$ cat config.mk
export PLATFORM = sky130hd
export DESIGN_NAME = ctrl_out_rd_flat
export DESIGN_NICKNAME = d
export VERILOG_FILES = /design/src/rtl/ctrl_out_rd_pkg.sv /design/src/rtl/ctrl_out_rd_if.sv /design/src/rtl/ctrl_out_rd_fifo.sv /design/src/rtl/ctrl_out_rd.sv /design/src/flat_wrapper.sv
export SDC_FILE = /design/constraint.sdc
export NUM_CORES = 1
export LEC_CHECK = 0
export ABC_AREA = 0
export BUFFER_PORTS_ARGS = -buffer_cell sky130_fd_sc_hd__buf_4
export CORE_MARGIN = 5
export CORE_UTILIZATION = 50
export DETAILED_ROUTE_END_ITERATION = 16
export GPL_TIMING_DRIVEN = 0
export MAX_ROUTING_LAYER = met4
export PLACE_DENSITY = 0.77
export SLEW_MARGIN = 0
export SYNTH_ARGS = -nofsm -noshare
export SYNTH_HDL_FRONTEND = slang
export SYNTH_SLANG_ARGS = --single-unit
$ cat constraint.sdc
create_clock -name clk -period 8.42 [get_ports clk]
set_clock_uncertainty 0.1 [all_clocks]
set_input_delay 0 -clock clk [delete_from_list [all_inputs] [get_ports clk]]
set_output_delay 0 -clock clk [all_outputs]
set_load 0.005 [all_outputs]
$ cat src/rtl/ctrl_out_rd_pkg.sv
// Shared types and constants for the output-buffer read controller.
// Bank counts and FIFO depth derive from column count and read latency.
package ctrl_out_rd_pkg;

    localparam int HW_LUT_PE_COLS      = 16;
    localparam int HW_DSP_PE_COLS      = 8;
    localparam int HW_BS_OUT_BUF_DEPTH = 8;
    localparam int HW_BP_OUT_BUF_DEPTH = 8;

    typedef enum logic [1:0] {
        IDLE,
        RD_BS,
        RD_BP,
        DRAIN
    } state_e;

    function automatic int fifo_depth(input int rd_lat);
        return rd_lat + 2;
    endfunction

    function automatic int bs_banks(input int cols);
        return cols / 8;
    endfunction

    function automatic int bp_banks(input int cols);
        return cols / 4;
    endfunction

endpackage

$ cat src/rtl/ctrl_out_rd_if.sv
// Valid/ready stream carrying output-buffer words toward the DMA.
// last marks the final word of a tile.
interface ctrl_out_rd_if #(
    parameter int DATA_W = 64
);
    logic [DATA_W-1:0] data;
    logic              valid;
    logic              ready;
    logic              last;

    modport master (output data, output valid, output last, input ready);
    modport slave  (input data, input valid, input last, output ready);
endinterface

$ cat src/rtl/ctrl_out_rd_fifo.sv
// Show-ahead FIFO between the buffer read pipe and the output stream.
// The head entry is visible combinationally; count drives issue credit.
module ctrl_out_rd_fifo #(
    parameter int DEPTH = 4,
    parameter int WIDTH = 65,
    parameter int CW    = $clog2(DEPTH + 1)
) (
    input  logic             clk,
    input  logic             rst_n,
    input  logic             push_i,
    input  logic [WIDTH-1:0] push_data_i,
    input  logic             pop_i,
    output logic [WIDTH-1:0] head_o,
    output logic [CW-1:0]    count_o
);
    localparam int PW = (DEPTH > 1) ? $clog2(DEPTH) : 1;
    localparam logic [PW-1:0] PTR_LAST = PW'(DEPTH - 1);

    logic [WIDTH-1:0] mem_q [DEPTH];
    logic [PW-1:0]    wr_q, wr_d;
    logic [PW-1:0]    rd_q, rd_d;
    logic [CW-1:0]    cnt_q, cnt_d;
    logic             do_push;
    logic             do_pop;

    assign do_pop  = pop_i && (cnt_q != '0);
    assign do_push = push_i && (cnt_q != CW'(DEPTH));

    always_comb begin
        wr_d  = wr_q;
        rd_d  = rd_q;
        cnt_d = cnt_q;
        if (do_push) begin
            wr_d = (wr_q == PTR_LAST) ? '0 : wr_q + PW'(1);
        end
        if (do_pop) begin
            rd_d = (rd_q == PTR_LAST) ? '0 : rd_q + PW'(1);
        end
        if (do_push && !do_pop) begin
            cnt_d = cnt_q + CW'(1);
        end else if (do_pop && !do_push) begin
            cnt_d = cnt_q - CW'(1);
        end
    end

    always_ff @(posedge clk) begin
        if (!rst_n) begin
            wr_q  <= '0;
            rd_q  <= '0;
            cnt_q <= '0;
        end else begin
            wr_q  <= wr_d;
            rd_q  <= rd_d;
            cnt_q <= cnt_d;
        end
    end

    always_ff @(posedge clk) begin
        if (do_push) begin
            mem_q[wr_q] <= push_data_i;
        end
    end

    assign head_o  = mem_q[rd_q];
    assign count_o = cnt_q;

endmodule

$ cat src/rtl/ctrl_out_rd.sv
// Drains one tile from the BS then BP output buffers onto a valid/ready
// stream, hiding the fixed buffer read latency behind a credit FIFO.
module ctrl_out_rd
    import ctrl_out_rd_pkg::*;
#(
    parameter int BS_COLS          = HW_LUT_PE_COLS,
    parameter int BP_COLS          = HW_DSP_PE_COLS,
    parameter int BS_OUT_BUF_DEPTH = HW_BS_OUT_BUF_DEPTH,
    parameter int BP_OUT_BUF_DEPTH = HW_BP_OUT_BUF_DEPTH,
    parameter int DATA_W           = 64,
    parameter int RD_LAT           = 2
) (
    input  logic                                 clk,
    input  logic                                 rst_n,
    input  logic [15:0]                          bs_rd_times,
    input  logic [15:0]                          bp_rd_times,
    input  logic                                 rd_tile_start,
    output logic                                 rd_busy,
    output logic [2:0]                           bs_out_buf_rd_en,
    output logic                                 bs_rd_issue,
    output logic [BS_COLS*BS_OUT_BUF_DEPTH-1:0]  bs_out_buf_rd_addr,
    output logic [2:0]                           bp_out_buf_rd_en,
    output logic                                 bp_rd_issue,
    output logic [BP_COLS*BP_OUT_BUF_DEPTH-1:0]  bp_out_buf_rd_addr,
    input  logic [DATA_W-1:0]                    bs_rd_data,
    input  logic [DATA_W-1:0]                    bp_rd_data,
    ctrl_out_rd_if.master                        m,
    output logic                                 rd_bs_bp_sel,
    output logic                                 rd_tile_end
);
    localparam int FIFO_DEPTH = fifo_depth(RD_LAT);
    localparam int CW         = $clog2(FIFO_DEPTH + 1);
    localparam logic [2:0] BS_BANK_LAST = 3'(bs_banks(BS_COLS) - 1);
    localparam logic [2:0] BP_BANK_LAST = 3'(bp_banks(BP_COLS) - 1);

    state_e            state_q, state_d;
    logic [15:0]       bs_times_q, bp_times_q;
    logic [15:0]       beat_q, beat_d;
    logic [2:0]        bank_q, bank_d;
    logic [RD_LAT-1:0] tag_vld_q, tag_bp_q, tag_last_q;
    logic [CW-1:0]     fifo_cnt;
    logic [CW-1:0]     inflight;
    logic [DATA_W:0]   head;
    logic [DATA_W:0]   push_word;
    logic              credit_ok;
    logic              issue;
    logic              issue_bp;
    logic              beat_final;
    logic              issue_last;
    logic              start_ok;
    logic              hs;

    always_comb begin
        inflight = '0;
        for (int i = 0; i < RD_LAT; i++) begin
            inflight = inflight + CW'(tag_vld_q[i]);
        end
    end

    // Everything issued but not yet accepted must fit in the FIFO.
    assign credit_ok  = (inflight + fifo_cnt) < CW'(FIFO_DEPTH);
    assign issue_bp   = (state_q == RD_BP);
    assign issue      = credit_ok && ((state_q == RD_BS) || issue_bp);
    assign beat_final = beat_q == ((issue_bp ? bp_times_q : bs_times_q) - 16'd1);
    assign issue_last = beat_final && (issue_bp || (bp_times_q == 16'd0));
    assign start_ok   = (state_q == IDLE) && rd_tile_start;
    assign hs         = m.valid && m.ready;

    always_comb begin
        state_d = state_q;
        beat_d  = beat_q;
        bank_d  = bank_q;
        case (state_q)
            IDLE: begin
                if (rd_tile_start) begin
                    if (bs_rd_times != 16'd0) begin
                        state_d = RD_BS;
                    end else if (bp_rd_times != 16'd0) begin
                        state_d = RD_BP;
                    end else begin
                        state_d = DRAIN;
                    end
                end
            end
            RD_BS, RD_BP: begin
                if (issue && beat_final) begin
                    beat_d  = '0;
                    bank_d  = '0;
                    state_d = (!issue_bp && bp_times_q != 16'd0) ? RD_BP : DRAIN;
                end else if (issue) begin
                    beat_d = beat_q + 16'd1;
                    if (bank_q == (issue_bp ? BP_BANK_LAST : BS_BANK_LAST)) begin
                        bank_d = '0;
                    end else begin
                        bank_d = bank_q + 3'd1;
                    end
                end
            end
            DRAIN: begin
                if (rd_tile_end) begin
                    state_d = IDLE;
                end
            end
            default: state_d = IDLE;
        endcase
    end

    always_ff @(posedge clk) begin
        if (!rst_n) begin
            state_q    <= IDLE;
            beat_q     <= '0;
            bank_q     <= '0;
            bs_times_q <= '0;
            bp_times_q <= '0;
            tag_vld_q  <= '0;
            tag_bp_q   <= '0;
            tag_last_q <= '0;
        end else begin
            state_q    <= state_d;
            beat_q     <= beat_d;
            bank_q     <= bank_d;
            if (start_ok) begin
                bs_times_q <= bs_rd_times;
                bp_times_q <= bp_rd_times;
            end
            tag_vld_q  <= RD_LAT'({tag_vld_q, issue});
            tag_bp_q   <= RD_LAT'({tag_bp_q, issue_bp});
            tag_last_q <= RD_LAT'({tag_last_q, issue_last});
        end
    end

    assign push_word = {tag_last_q[RD_LAT-1],
                        tag_bp_q[RD_LAT-1] ? bp_rd_data : bs_rd_data};

    ctrl_out_rd_fifo #(
        .DEPTH (FIFO_DEPTH),
        .WIDTH (DATA_W + 1),
        .CW    (CW)
    ) u_fifo (
        .clk         (clk),
        .rst_n       (rst_n),
        .push_i      (tag_vld_q[RD_LAT-1]),
        .push_data_i (push_word),
        .pop_i       (hs),
        .head_o      (head),
        .count_o     (fifo_cnt)
    );

    assign m.valid = (fifo_cnt != '0);
    assign m.data  = m.valid ? head[DATA_W-1:0] : '0;
    assign m.last  = m.valid && head[DATA_W];

    // An empty tile ends on entry to DRAIN; otherwise on the last handshake.
    assign rd_tile_end = (state_q == DRAIN) && (inflight == '0) &&
                         (((bs_times_q == 16'd0) && (bp_times_q == 16'd0)) ||
                          (hs && head[DATA_W]));

    assign rd_busy      = (state_q != IDLE);
    assign rd_bs_bp_sel = (state_q == RD_BS);
    assign bs_rd_issue  = issue && !issue_bp;
    assign bp_rd_issue  = issue && issue_bp;

    assign bs_out_buf_rd_en   = (state_q == RD_BS) ? bank_q : '0;
    assign bp_out_buf_rd_en   = (state_q == RD_BP) ? bank_q : '0;
    assign bs_out_buf_rd_addr = (state_q == RD_BS) ?
                                {BS_COLS{beat_q[BS_OUT_BUF_DEPTH-1:0]}} : '0;
    assign bp_out_buf_rd_addr = (state_q == RD_BP) ?
                                {BP_COLS{beat_q[BP_OUT_BUF_DEPTH-1:0]}} : '0;

endmodule

$ cat src/flat_wrapper.sv
// flat-port wrapper written by rule: the top's interface ports become plain ports
module ctrl_out_rd_flat import ctrl_out_rd_pkg::*;
#(
    parameter int BS_COLS          = HW_LUT_PE_COLS,
    parameter int BP_COLS          = HW_DSP_PE_COLS,
    parameter int BS_OUT_BUF_DEPTH = HW_BS_OUT_BUF_DEPTH,
    parameter int BP_OUT_BUF_DEPTH = HW_BP_OUT_BUF_DEPTH,
    parameter int DATA_W           = 64,
    parameter int RD_LAT           = 2
)
  (clk, rst_n, bs_rd_times, bp_rd_times, rd_tile_start, rd_busy, bs_out_buf_rd_en, bs_rd_issue, bs_out_buf_rd_addr, bp_out_buf_rd_en, bp_rd_issue, bp_out_buf_rd_addr, bs_rd_data, bp_rd_data, rd_bs_bp_sel, rd_tile_end, m_data, m_valid, m_last, m_ready);
  ctrl_out_rd_if #(.DATA_W(DATA_W)) m_i ();
  input  logic clk;
  input  logic rst_n;
  input  logic [15:0] bs_rd_times;
  input  logic [15:0] bp_rd_times;
  input  logic rd_tile_start;
  output logic rd_busy;
  output logic [2:0] bs_out_buf_rd_en;
  output logic bs_rd_issue;
  output logic [BS_COLS*BS_OUT_BUF_DEPTH-1:0] bs_out_buf_rd_addr;
  output logic [2:0] bp_out_buf_rd_en;
  output logic bp_rd_issue;
  output logic [BP_COLS*BP_OUT_BUF_DEPTH-1:0] bp_out_buf_rd_addr;
  input  logic [DATA_W-1:0] bs_rd_data;
  input  logic [DATA_W-1:0] bp_rd_data;
  output logic rd_bs_bp_sel;
  output logic rd_tile_end;
  output wire logic [$bits(m_i.data)-1:0] m_data;
  output wire logic [$bits(m_i.valid)-1:0] m_valid;
  output wire logic [$bits(m_i.last)-1:0] m_last;
  input wire logic [$bits(m_i.ready)-1:0] m_ready;
  assign m_data = m_i.data;
  assign m_valid = m_i.valid;
  assign m_last = m_i.last;
  assign m_i.ready = m_ready;
  ctrl_out_rd #(.BS_COLS(BS_COLS), .BP_COLS(BP_COLS), .BS_OUT_BUF_DEPTH(BS_OUT_BUF_DEPTH), .BP_OUT_BUF_DEPTH(BP_OUT_BUF_DEPTH), .DATA_W(DATA_W), .RD_LAT(RD_LAT)) u_core (.clk(clk), .rst_n(rst_n), .bs_rd_times(bs_rd_times), .bp_rd_times(bp_rd_times), .rd_tile_start(rd_tile_start), .rd_busy(rd_busy), .bs_out_buf_rd_en(bs_out_buf_rd_en), .bs_rd_issue(bs_rd_issue), .bs_out_buf_rd_addr(bs_out_buf_rd_addr), .bp_out_buf_rd_en(bp_out_buf_rd_en), .bp_rd_issue(bp_rd_issue), .bp_out_buf_rd_addr(bp_out_buf_rd_addr), .bs_rd_data(bs_rd_data), .bp_rd_data(bp_rd_data), .m(m_i), .rd_bs_bp_sel(rd_bs_bp_sel), .rd_tile_end(rd_tile_end));
endmodule
==> flow_summary.toml, run 1 <==
[status]
run_status = "finished, final reports clean"

[global_route]
grt_pass1_vias = 11800
gr-usage-met1_pct = 28.5
met3_usage_pct = 5.37
grt_pass1_wl_um = 66800
gr-total-overflow = 0
grt_antenna_before_repair = 1
grt_max_degree = 61
use_met2_pct = 43.3
gr-max-usage-layer = "met2"
track_usage_pct = 24.5

[floorplanning]
initial_core_util_pct = 50.5
rows = 65
coreArea_um2 = 31500
die_w_um = 188
dieArea_um2 = 35400
die_y_um = 188
io_pins = 433

[timing]
min_period_ps = 4190
slew_headroom_pct = 30.4
period_share_pct = 49.7
setup_viol = 0
final_max_slew_viol_count = 0
whs_ps = 197
tns_ps = 0
rsz0062_at_grt = "no"
timing.fmax_mhz = 239
final_hold_viol_count = 0
tightest_slew_ps = 1040

[critical_path]
crit_end = "u_core.beat_q[9]"
path_delay_family = "buffers and inverters"
end_kind = "flip-flop"
cp_num_cells = 15
path_class = "flip-flop to flip-flop"
cp_cell_sequence = "inv_1 > ha_1 > buf_6 > buf_6 > buf_6 > buf_2 > mux2i_1 > ha_1 > o211ai_1 > nor3b_1 > nor4b_1 > o211ai_1 > o21ai_2 > buf_2 > nor2_1"
cp-startpoint = "u_core.state_q[0]"
timing.rr.start = "u_core.state_q[0]"
timing.rr.end = "u_core.beat_q[9]"
slowest_delay_ps = 560
reg2reg_depth = 15
cpMaxStageDelayCell = "nor4b_1"
required_ps = 8700
worstPathArrival_ps = 4470
rrSetupSlack_ps = 4230
critical_path.max_fanout = 10
critPathMostFrequentCell = "buf_6"
worst-path-buf-inv = 6
startpoint_type = "flip-flop"

[logic_synthesis]
synthArstFlopShare_pct = 0
synth_edf_count = 260
synth_ff_type = "edfxtp_1"
ys.warnings.count = 0
seq_area_frac_synth_pct = 57.7
avgSynthCellArea_um2 = 13.7
syn-num-nets = 1340
synth-seq-cells = 328
ys_types = 57
syn_inst = 1159
netlist_area_um2 = 15900

[place]
dpl.hpwl_um = 28900
gp_congestion = 0.912
dpl_cell_area_um2 = 19700
portBuffers = 432

[drt]
totalWireLength_um = 43700
via_per_inst = 5.14
antenna_left = 0
wl_per_cell_um = 19.6
vias = 11400
dr.pass1.iters = 5
drt_iter0_drc = 725
drc = 0

[run]
drv_cap = 0

[final_layout]
drive_gt1_share_pct = 44.5
final_common_cell = "buf_4"
area_growth_pct = 41.3
final_cell_mix = "buf_4, edfxtp_1, dlygate4sd3_1, and2_1, nand2_1"
fin_area_um2 = 22400
nNetsFinal = 1978

[clock_network]
clk_pin_slew_ps = 60
cts-root-buf = "clkbuf_16"
clock_sinks = 328
post_cts_resized = 0
cts_buffers = 34
cts_tree = "yes"
max-clock-path-buffers = 3
clk_latency_ps = 510
htreeDepth = 2

[pwr]
p_leak_uw = 0.00900
peakVddDrop_uv = 229
power_density_nw_per_um2 = 228

[worst_hold_path]
hold_path_class = "primary input to flip-flop"
-- registers in the layout, indices dropped and copies added (netlist names), named ones only --
signal,flops
u_core.beat_q,16
u_core.u_fifo.count_o,3
u_core.u_fifo.mem_q,260
u_core.bank_q,3
u_core.tag_last_q,2
u_core.tag_vld_q,2
u_core.u_fifo.rd_q,2
u_core.state_q,2
u_core.bp_times_q,16
u_core.bs_times_q,16
u_core.u_fifo.wr_q,2
u_core.tag_bp_q,2
-- per-layer routing --
layer / part of all wire, % / vias up
met3: 7.7 / 88
met4: 2.7 / 0
met5: 0 / -
met1: 37 / 5503
met2: 52 / 504
li1: - / 5326
-- how the worst min path moves through the flow --
stage,from,end,slack (ps),cells past startpoint
2_1_floorplan,rst_n,u_core.tag_bp_q[1],20,1
3_3_place_gp,bp_rd_times[9],u_core.bp_times_q[9],160,3
3_5_place_dp,bp_rd_times[7],u_core.bp_times_q[7],170,3
4_1_cts,bp_rd_times[7],u_core.bp_times_q[7],190,4
5_1_grt,bs_rd_times[13],u_core.bs_times_q[13],200,4
6_report,bp_rd_times[7],u_core.bp_times_q[7],200,4
-- cell usage after synthesis (2+ instances only) --
library cell	instances	area, µm²
buf_1	11	41.3
nand3_1	5	25.0
buf_6	3	33.8
o211ai_1	2	15.0
or3_1	2	12.5
nor4b_2	2	30.0
a21oi_1	47	235
mux2i_1	19	190
xor2_1	16	140
o21ai_2	3	26.3
ha_1	16	200
nor3_1	17	85.1
mux4_2	65	1460
edfxtp_1	260	7810
xnor2_1	28	245
nor4b_1	4	35.0
nand2_1	86	323
nor2b_1	2	12.5
o22ai_1	5	31.3
a311oi_1	2	17.5
dfxtp_1	68	1360
o21ai_0	6	30.0
buf_4	177	1330
nand4_1	7	43.8
clkbuf_1	36	135
buf_2	2	10.0
a211o_1	2	17.5
nor4_2	2	25.0
mux2_2	64	721
and2_1	97	607
and3_1	6	37.5
nand2b_1	2	12.5
nor3b_1	6	45.0
and4_1	2	17.5
nor4_1	13	81.3
inv_1	10	37.5
nor2_1	44	165
-- where the power goes --
part	total (µW)	switching, µW	internal [µW]
Sequential	1970	90.4	1880
Combinational	1740	852	885
Clock	1400	605	792
-- repair_timing --
| action | in CTS | in global routing |
|---|---|---|
| setup endpoints to repair | 0 | 0 |
| setup buffers | 0 | 0 |
| hold buffers | 166 | 0 |
| endpoints found under the hold margin | 306 | 0 |
-- per-stage QoR --
stage | utilization [%] | worst slack [ps] | power [µW] | std cells
2_1_floorplan | - | 5160 | 2930 | 1159
6_report | 71.3 | 4230 | 5100 | 2223
4_1_cts | 71.3 | 4340 | 5130 | 2222
3_5_place_dp | 62.7 | 4370 | 3650 | 1997
5_1_grt | 71.3 | 4060 | 5360 | 2223
3_3_place_gp | 62.4 | 4140 | 3620 | 1993
-- area by class of cell --
type / instances / area, µm²
Timing Repair Buffer: 602 / 5010
Inverter: 11 / 41.3
Multi-Input combinational cell: 591 / 5130
Sequential cell: 328 / 9170
Buffer: 229 / 1550
Antenna cell: 1 / 2.50
Clock inverter: 19 / 128
Fill cell: 2007 / 9040
Tap cell: 402 / 503
Clock buffer: 40 / 895
-- worst register-to-register path, stage by stage (launching register included) --
cell	delay [ps]
dfxtp_1	350
inv_1	110
ha_1	170
buf_6	150
buf_6	170
buf_6	160
buf_2	260
mux2i_1	230
ha_1	300
o211ai_1	180
nor3b_1	340
nor4b_1	560
o211ai_1	240
o21ai_2	380
buf_2	300
nor2_1	70
-- kinds of logic (layout without fill, tap and decap cells) --
| logic type | after synthesis | in the layout | synth area share [%] |
|---|---|---|---|
| flip-flops | 328 | 328 | 57.7 |
| XOR/XNOR | 44 | 44 | 2.43 |
| AND/OR/NAND/NOR | 305 | 305 | 10.3 |
| buffers and inverters | 240 | 901 | 10.0 |
| adder cells (fa/ha/maj) | 17 | 17 | 1.39 |
| AO/OA/AOI/OAI | 76 | 76 | 2.99 |
| other | 0 | 1 | 0 |
| multiplexers | 149 | 149 | 15.1 |
Note: power is estimated with default switching activity, not from simulation.
==> run 2: changes to the inputs <==
--- a/config.mk
+++ b/config.mk
@@ -8,7 +8,7 @@
 export ABC_AREA = 0
 export BUFFER_PORTS_ARGS = -buffer_cell sky130_fd_sc_hd__buf_4
 export CORE_MARGIN = 5
-export CORE_UTILIZATION = 50
+export CORE_UTILIZATION = 48
 export DETAILED_ROUTE_END_ITERATION = 16
 export GPL_TIMING_DRIVEN = 0
 export MAX_ROUTING_LAYER = met4
==> constraint.sdc (replaced) <==
create_clock -name clk -period 3.6 [get_ports clk]
set_clock_uncertainty 0.1 [all_clocks]
set_input_delay 0 -clock clk [delete_from_list [all_inputs] [get_ports clk]]
set_output_delay 0 -clock clk [all_outputs]
set_load 0.005 [all_outputs]
==> flow_summary.toml, run 2 (synthesized netlist as in run 1, its figures left out) <==
[global_route]
grt_pass1_vias = 11900
gr-total-overflow = 0
grt_antenna_before_repair = 1
grt_pass1_wl_um = 66500
track_usage_pct = 24.0
grt_max_degree = 46

[floorplanning]
coreArea_um2 = 32600
die_w_um = 192
die_y_um = 192
io_pins = 433
initial_core_util_pct = 48.7
dieArea_um2 = 36800
rows = 66

[pwr]
power_density_nw_per_um2 = 545
p_leak_uw = 0.00908
peakVddDrop_uv = 450
total_power_uw = 12300

[timing]
tightest_slew_ps = 937
fin_ws_ps = 221
setup_viol = 0
period_share_pct = 93.9
timing.fmax_mhz = 296
rsz0062_at_grt = "no"
slew_headroom_pct = 37.5
final_hold_viol_count = 0
min_period_ps = 3380
final_max_slew_viol_count = 0

[drt]
totalWireLength_um = 44500
drc = 0
wl_per_cell_um = 19.6
vias = 11500
antenna_left = 0
dr.pass1.iters = 5
drt_iter0_drc = 588
via_per_inst = 5.09

[place]
gp_congestion = 0.879
portBuffers = 432
dpl.hpwl_um = 28800
dp_cells = 2037
place_ws_ps = -397

[final_layout]
final_common_cell = "buf_4"
drive_gt1_share_pct = 45.3
finalNonFillerCells = 2267
regMostFlops = "u_core.u_fifo.mem_q"
area_growth_pct = 42.6
largest_register_ff_count = 260
nNetsFinal = 1981
finish.utilization_pct = 69.4
fillers = 2089
final_cell_mix = "buf_4, edfxtp_1, dlygate4sd3_1, and2_1, nand2_1"

[critical_path]
end_kind = "flip-flop"
critical_path.max_fanout = 10
path_class = "flip-flop to flip-flop"
cpMaxStageDelayCell = "or4b_4"
slowest_delay_ps = 590
rrSetupSlack_ps = 220
cp_cell_sequence = "inv_1 > ha_1 > buf_6 > buf_4 > mux2i_2 > ha_2 > xnor2_1 > a211o_1 > nor4b_2 > nand2_1 > or4b_4 > nand3_2 > a21oi_1"
worstPathArrival_ps = 3660
required_ps = 3880
startpoint_type = "flip-flop"

[clock_network]
cts-root-buf = "clkbuf_16"
max-clock-path-buffers = 3
cts_buffers = 35
clock_sinks = 328
clk_pin_slew_ps = 60
clk_latency_ps = 510
htreeDepth = 2
cts_tree = "yes"

[worst_hold_path]
hold_path_class = "primary input to flip-flop"

[status]
run_status = "finished, final reports clean"

[run]
drv_cap = 0
run 2: cell types whose count changed in the layout (fill, tap and decap cells not counted), moves of 2 or more:
cell | before | now
clkinv_1 | 12 | 4
buf_12 | 0 | 3
buf_16 | 4 | 1
buf_4 | 609 | 612
bufinv_16 | 1 | 4
clkinv_2 | 2 | 5
clkbuf_8 | 0 | 2
mux2i_1 | 19 | 17
mux2i_2 | 0 | 2
run 2: power by group:
part	leakage, µW	internal (µW)	switching (µW)
sequential	0.00289	4400	207
combinational	0.00562	2090	2050
clock	0.000567	2140	1450
run 2: final cells by class:
cell class                 count  area [µm²]  area share, %
clock buffer                  43         926           4.09
buffer                       227        1530           6.77
clock inverter                18         233           1.03
inverter                      11        41.3          0.182
multi-input combinational    591        5170           22.8
timing repair buffer         606        5020           22.2
tap                          442         553           2.44
sequential                   328        9170           40.5
antenna                        1        2.50         0.0110
run 2: worst max-delay path: cells and delay by family (launching register included):
family,cells,cell delay (ps)
compound gates,2,300
xor+xnor,1,120
fa+ha+maj,2,540
buf+inv,3,460
flops,1,410
mux,1,260
simple gates,4,1070
run 2: final timing paths:
path	endpoint	startpoint	depth (start not counted)
max	u_core.beat_q[1]	u_core.state_q[0]	13
max reg2reg	u_core.beat_q[1]	u_core.state_q[0]	13
min reg2reg	u_core.tag_bp_q[1]	u_core.tag_bp_q[0]	1
min	u_core.bp_times_q[13]	bp_rd_times[13]	4
run 2: timing repair:
item | in CTS | in global routing
pin swaps | 1 | 2
endpoints found under the setup margin | 22 | 15
buffers inserted | 1 | 2
gates cloned | 0 | 0
gates resized for setup | 6 | 2
hold endpoints to repair | 315 | 0
hold buffers | 167 | 0
run 2: through the flow:
| stage | area, µm² | setup TNS, ps | hold WS, ps |
|---|---|---|---|
| 4_1_cts | 22600 | 0 | 187 |
| 5_1_grt | 22600 | 0 | 210 |
| 6_report | 22600 | 0 | 207 |
| 3_3_place_gp | 19700 | -180470 | 164 |
| 2_1_floorplan | 15900 | 0 | 21.7 |
| 3_5_place_dp | 19800 | -5850 | 169 |
run 2: metal layers:
layer	vias to the layer above	routed length [µm]	global-route usage, %
met5	-	0	-
met4	0	1170	6.77
met3	84	4090	5.62
met2	543	23700	43.2
met1	5560	15500	26.6
li1	5357	-	-
==> run 3: changes to the inputs <==
--- a/config.mk
+++ b/config.mk
@@ -16,4 +16,5 @@
 export SLEW_MARGIN = 0
 export SYNTH_ARGS = -nofsm -noshare
 export SYNTH_HDL_FRONTEND = slang
+export SYNTH_HIERARCHICAL = 1
 export SYNTH_SLANG_ARGS = --single-unit
==> flow_summary.toml, run 3 <==
[status]
run_status = "finished, final reports clean"

[global_route]
grt_pass1_vias = 12200
track_usage_pct = 23.8
grt_max_degree = 48
grt_antenna_before_repair = 2
gr-total-overflow = 0
grt_pass1_wl_um = 69300

[logic_synthesis]
synth_largest_area_cell = "edfxtp_1"
synthArstFlopShare_pct = 0
synth_top_family_by_area = "multiplexers"
seq_area_frac_synth_pct = 56.8
ys.warnings.count = 6
synth_area_leaders = "edfxtp_1, mux4_2, dfxtp_1"
synthMuxAreaShare_pct = 14.9
yosysTopAreaCellShare_pct = 48.4
synth_edf_count = 260
avgSynthCellArea_um2 = 13.8
synth-seq-cells = 328
synth.most_common_cell = "edfxtp_1"
synth_compound_area_share_pct = 4.47
synth_fa_ha_area_share_pct = 1.37
synth_xor_area_share_pct = 2.01
syn_inst = 1167
netlist_area_um2 = 16100
ys_types = 63
synth_common_cells = "edfxtp_1, buf_4, and2_1"
syn-num-nets = 1348
synth_ff_type = "edfxtp_1"
synth_simple_gate_area_share_pct = 9.97

[clock_network]
cts_buffers = 34
cts_tree = "yes"
clk_latency_ps = 510
clock_sinks = 328
max-clock-path-buffers = 3
cts-root-buf = "clkbuf_16"
clk_pin_slew_ps = 60
htreeDepth = 2

[critical_path]
startpoint_type = "flip-flop"
end_kind = "flip-flop"
timing.rr.start = "u_core/state_q[0]"
required_ps = 3930
path_class = "flip-flop to flip-flop"
cp-startpoint = "u_core/state_q[0]"
reg2reg_depth = 17
timing.rr.end = "u_core/state_q[0]"
crit_end = "u_core/state_q[0]"
rrSetupSlack_ps = 20
critical_path.max_fanout = 5
worstPathArrival_ps = 3910

[drt]
drt_iter0_drc = 840
drc = 0
vias = 11700
antenna_left = 0
top_layer = "met4"
dr.pass1.iters = 5
totalWireLength_um = 44600
route.met2.wl_um = 23500
via_per_inst = 5.03
wl_per_cell_um = 19.2
met3_length_um = 2320
wl_met1_um = 17800

[place]
gp_congestion = 0.876
dpl.hpwl_um = 29500
place_ws_ps = -718
dp_cells = 2051
portBuffers = 432
dpl_cell_area_um2 = 20100

[timing]
setup_viol = 0
slew_headroom_pct = 28.5
period_share_pct = 99.5
min_period_ps = 3580
timing.fmax_mhz = 279
rsz0062_at_grt = "yes"
final_hold_viol_count = 0
final_max_slew_viol_count = 0
whs_ps = 36.3
tightest_slew_ps = 1070
fin_ws_ps = 18.5

[floorplanning]
rows = 67
initial_core_util_pct = 48.3
io_pins = 433
dieArea_um2 = 37400
die_y_um = 193
coreArea_um2 = 33400
die_w_um = 193

[pwr]
p_leak_uw = 0.00946
p_switching_uw = 3050
peakVddDrop_uv = 335
seqPwrFrac_pct = 40.9
power_density_nw_per_um2 = 469
p_int_uw = 7870
switching_share_pct = 27.9
clkPwrFrac_pct = 30.8
p_comb_share_pct = 28.3

[worst_hold_path]
hold_path_class = "primary input to flip-flop"

[final_layout]
nNetsFinal = 2028
area_growth_pct = 44.5
finalNonFillerCells = 2321
largest_register_ff_count = 260
final_cell_mix = "buf_4, edfxtp_1, dlygate4sd3_1, and2_1, nand2_1"
final_common_cell = "buf_4"
drive_gt1_share_pct = 46.4
fillers = 2212
fin_area_um2 = 23300
regMostFlops = "u_core/u_fifo/mem_q"

[run]
drv_cap = 0
run 3: cell types whose count changed in the layout (fill, tap and decap cells not counted), moves of 12 or more:
| cell | delta |
|---|---|
| nor2_1 | -26 |
| buf_4 | +12 |
| a21boi_0 | +34 |
| a21oi_1 | -41 |
| nor2_2 | +12 |
| dlygate4sd3_1 | +22 |
| xnor2_1 | -12 |
run 3: worst min-delay path by stage:
stage                    start               endpoint  slack, ps  depth (start not counted)
6_report               m_ready              flip-flop         40                          4
5_1_grt                m_ready  u_core/u_fifo/rd_q[0]         60                          4
4_1_cts                m_ready  u_core/u_fifo/rd_q[0]          3                          4
3_5_place_dp   bp_rd_times[11]  u_core/bp_times_q[11]        180                          3
3_3_place_gp    bs_rd_times[1]   u_core/bs_times_q[1]        180                          3
2_1_floorplan  bp_rd_times[10]  u_core/bp_times_q[10]         40                          2
run 3: critical path, cell delays in order, from the launching register on:
cell	delay, ps
dfxtp_4	360
inv_4	40
ha_4	150
buf_8	120
buf_8	120
buf_8	110
buf_8	110
mux2i_2	190
ha_2	300
xor2_1	140
o31ai_1	100
nor4_1	340
o211ai_1	210
nor4_4	320
o2111ai_4	210
buf_6	180
or2_4	230
o211ai_1	160
run 3: cell families after synthesis:
logic type / after synthesis
flops: 328
fa+ha+maj: 17
compound gates: 93
simple gates: 298
buf+inv: 245
xor+xnor: 37
mux: 149
run 3: per-stage QoR:
step | util (%) | power (µW) | TNS [ps]
4_1_cts | 69.4 | 10900 | 0
3_5_place_dp | 60.1 | 7290 | -13090
3_3_place_gp | 59.8 | 7240 | -139520
6_report | 69.9 | 10900 | 0
5_1_grt | 69.9 | 11400 | -1570
2_1_floorplan | - | 6010 | 0
run 3: per-layer routing:
layer,GRT usage [%],up-vias
li1,-,5487
met1,29.6,5697
met2,41.1,412
met3,3.50,70
met4,6.24,0
met5,-,-
run 3: final cells by class:
type	instances	area (µm²)	area share, %
buffer	231	1690	7.23
clock buffer	44	920	3.95
sequential	328	9170	39.4
inverter	14	55.1	0.236
multi-input combinational	594	5350	22.9
timing repair buffer	644	5420	23.2
antenna	2	5.00	0.0215
clock inverter	16	144	0.617
tap	448	561	2.41
run 3: repair_timing:
| action | 4_1_cts | 5_1_grt |
|---|---|---|
| hold buffers | 189 | 0 |
| setup buffers | 8 | 10 |
| cloned | 1 | 0 |
| endpoints found under the setup margin | 22 | 22 |
| gates resized for setup | 19 | 26 |
| pin swaps | 5 | 15 |
| endpoints found under the hold margin | 312 | 0 |
run 3: power by group through the flow:
stage | clock network [µW] | logic (µW) | registers [µW]
finish | 3360 | 3090 | 4470
global route | 3610 | 3340 | 4490
CTS | 3420 | 3020 | 4460
detailed placement | 0 | 2750 | 4540
global placement | 0 | 2700 | 4540
floorplan | 0 | 1520 | 4490
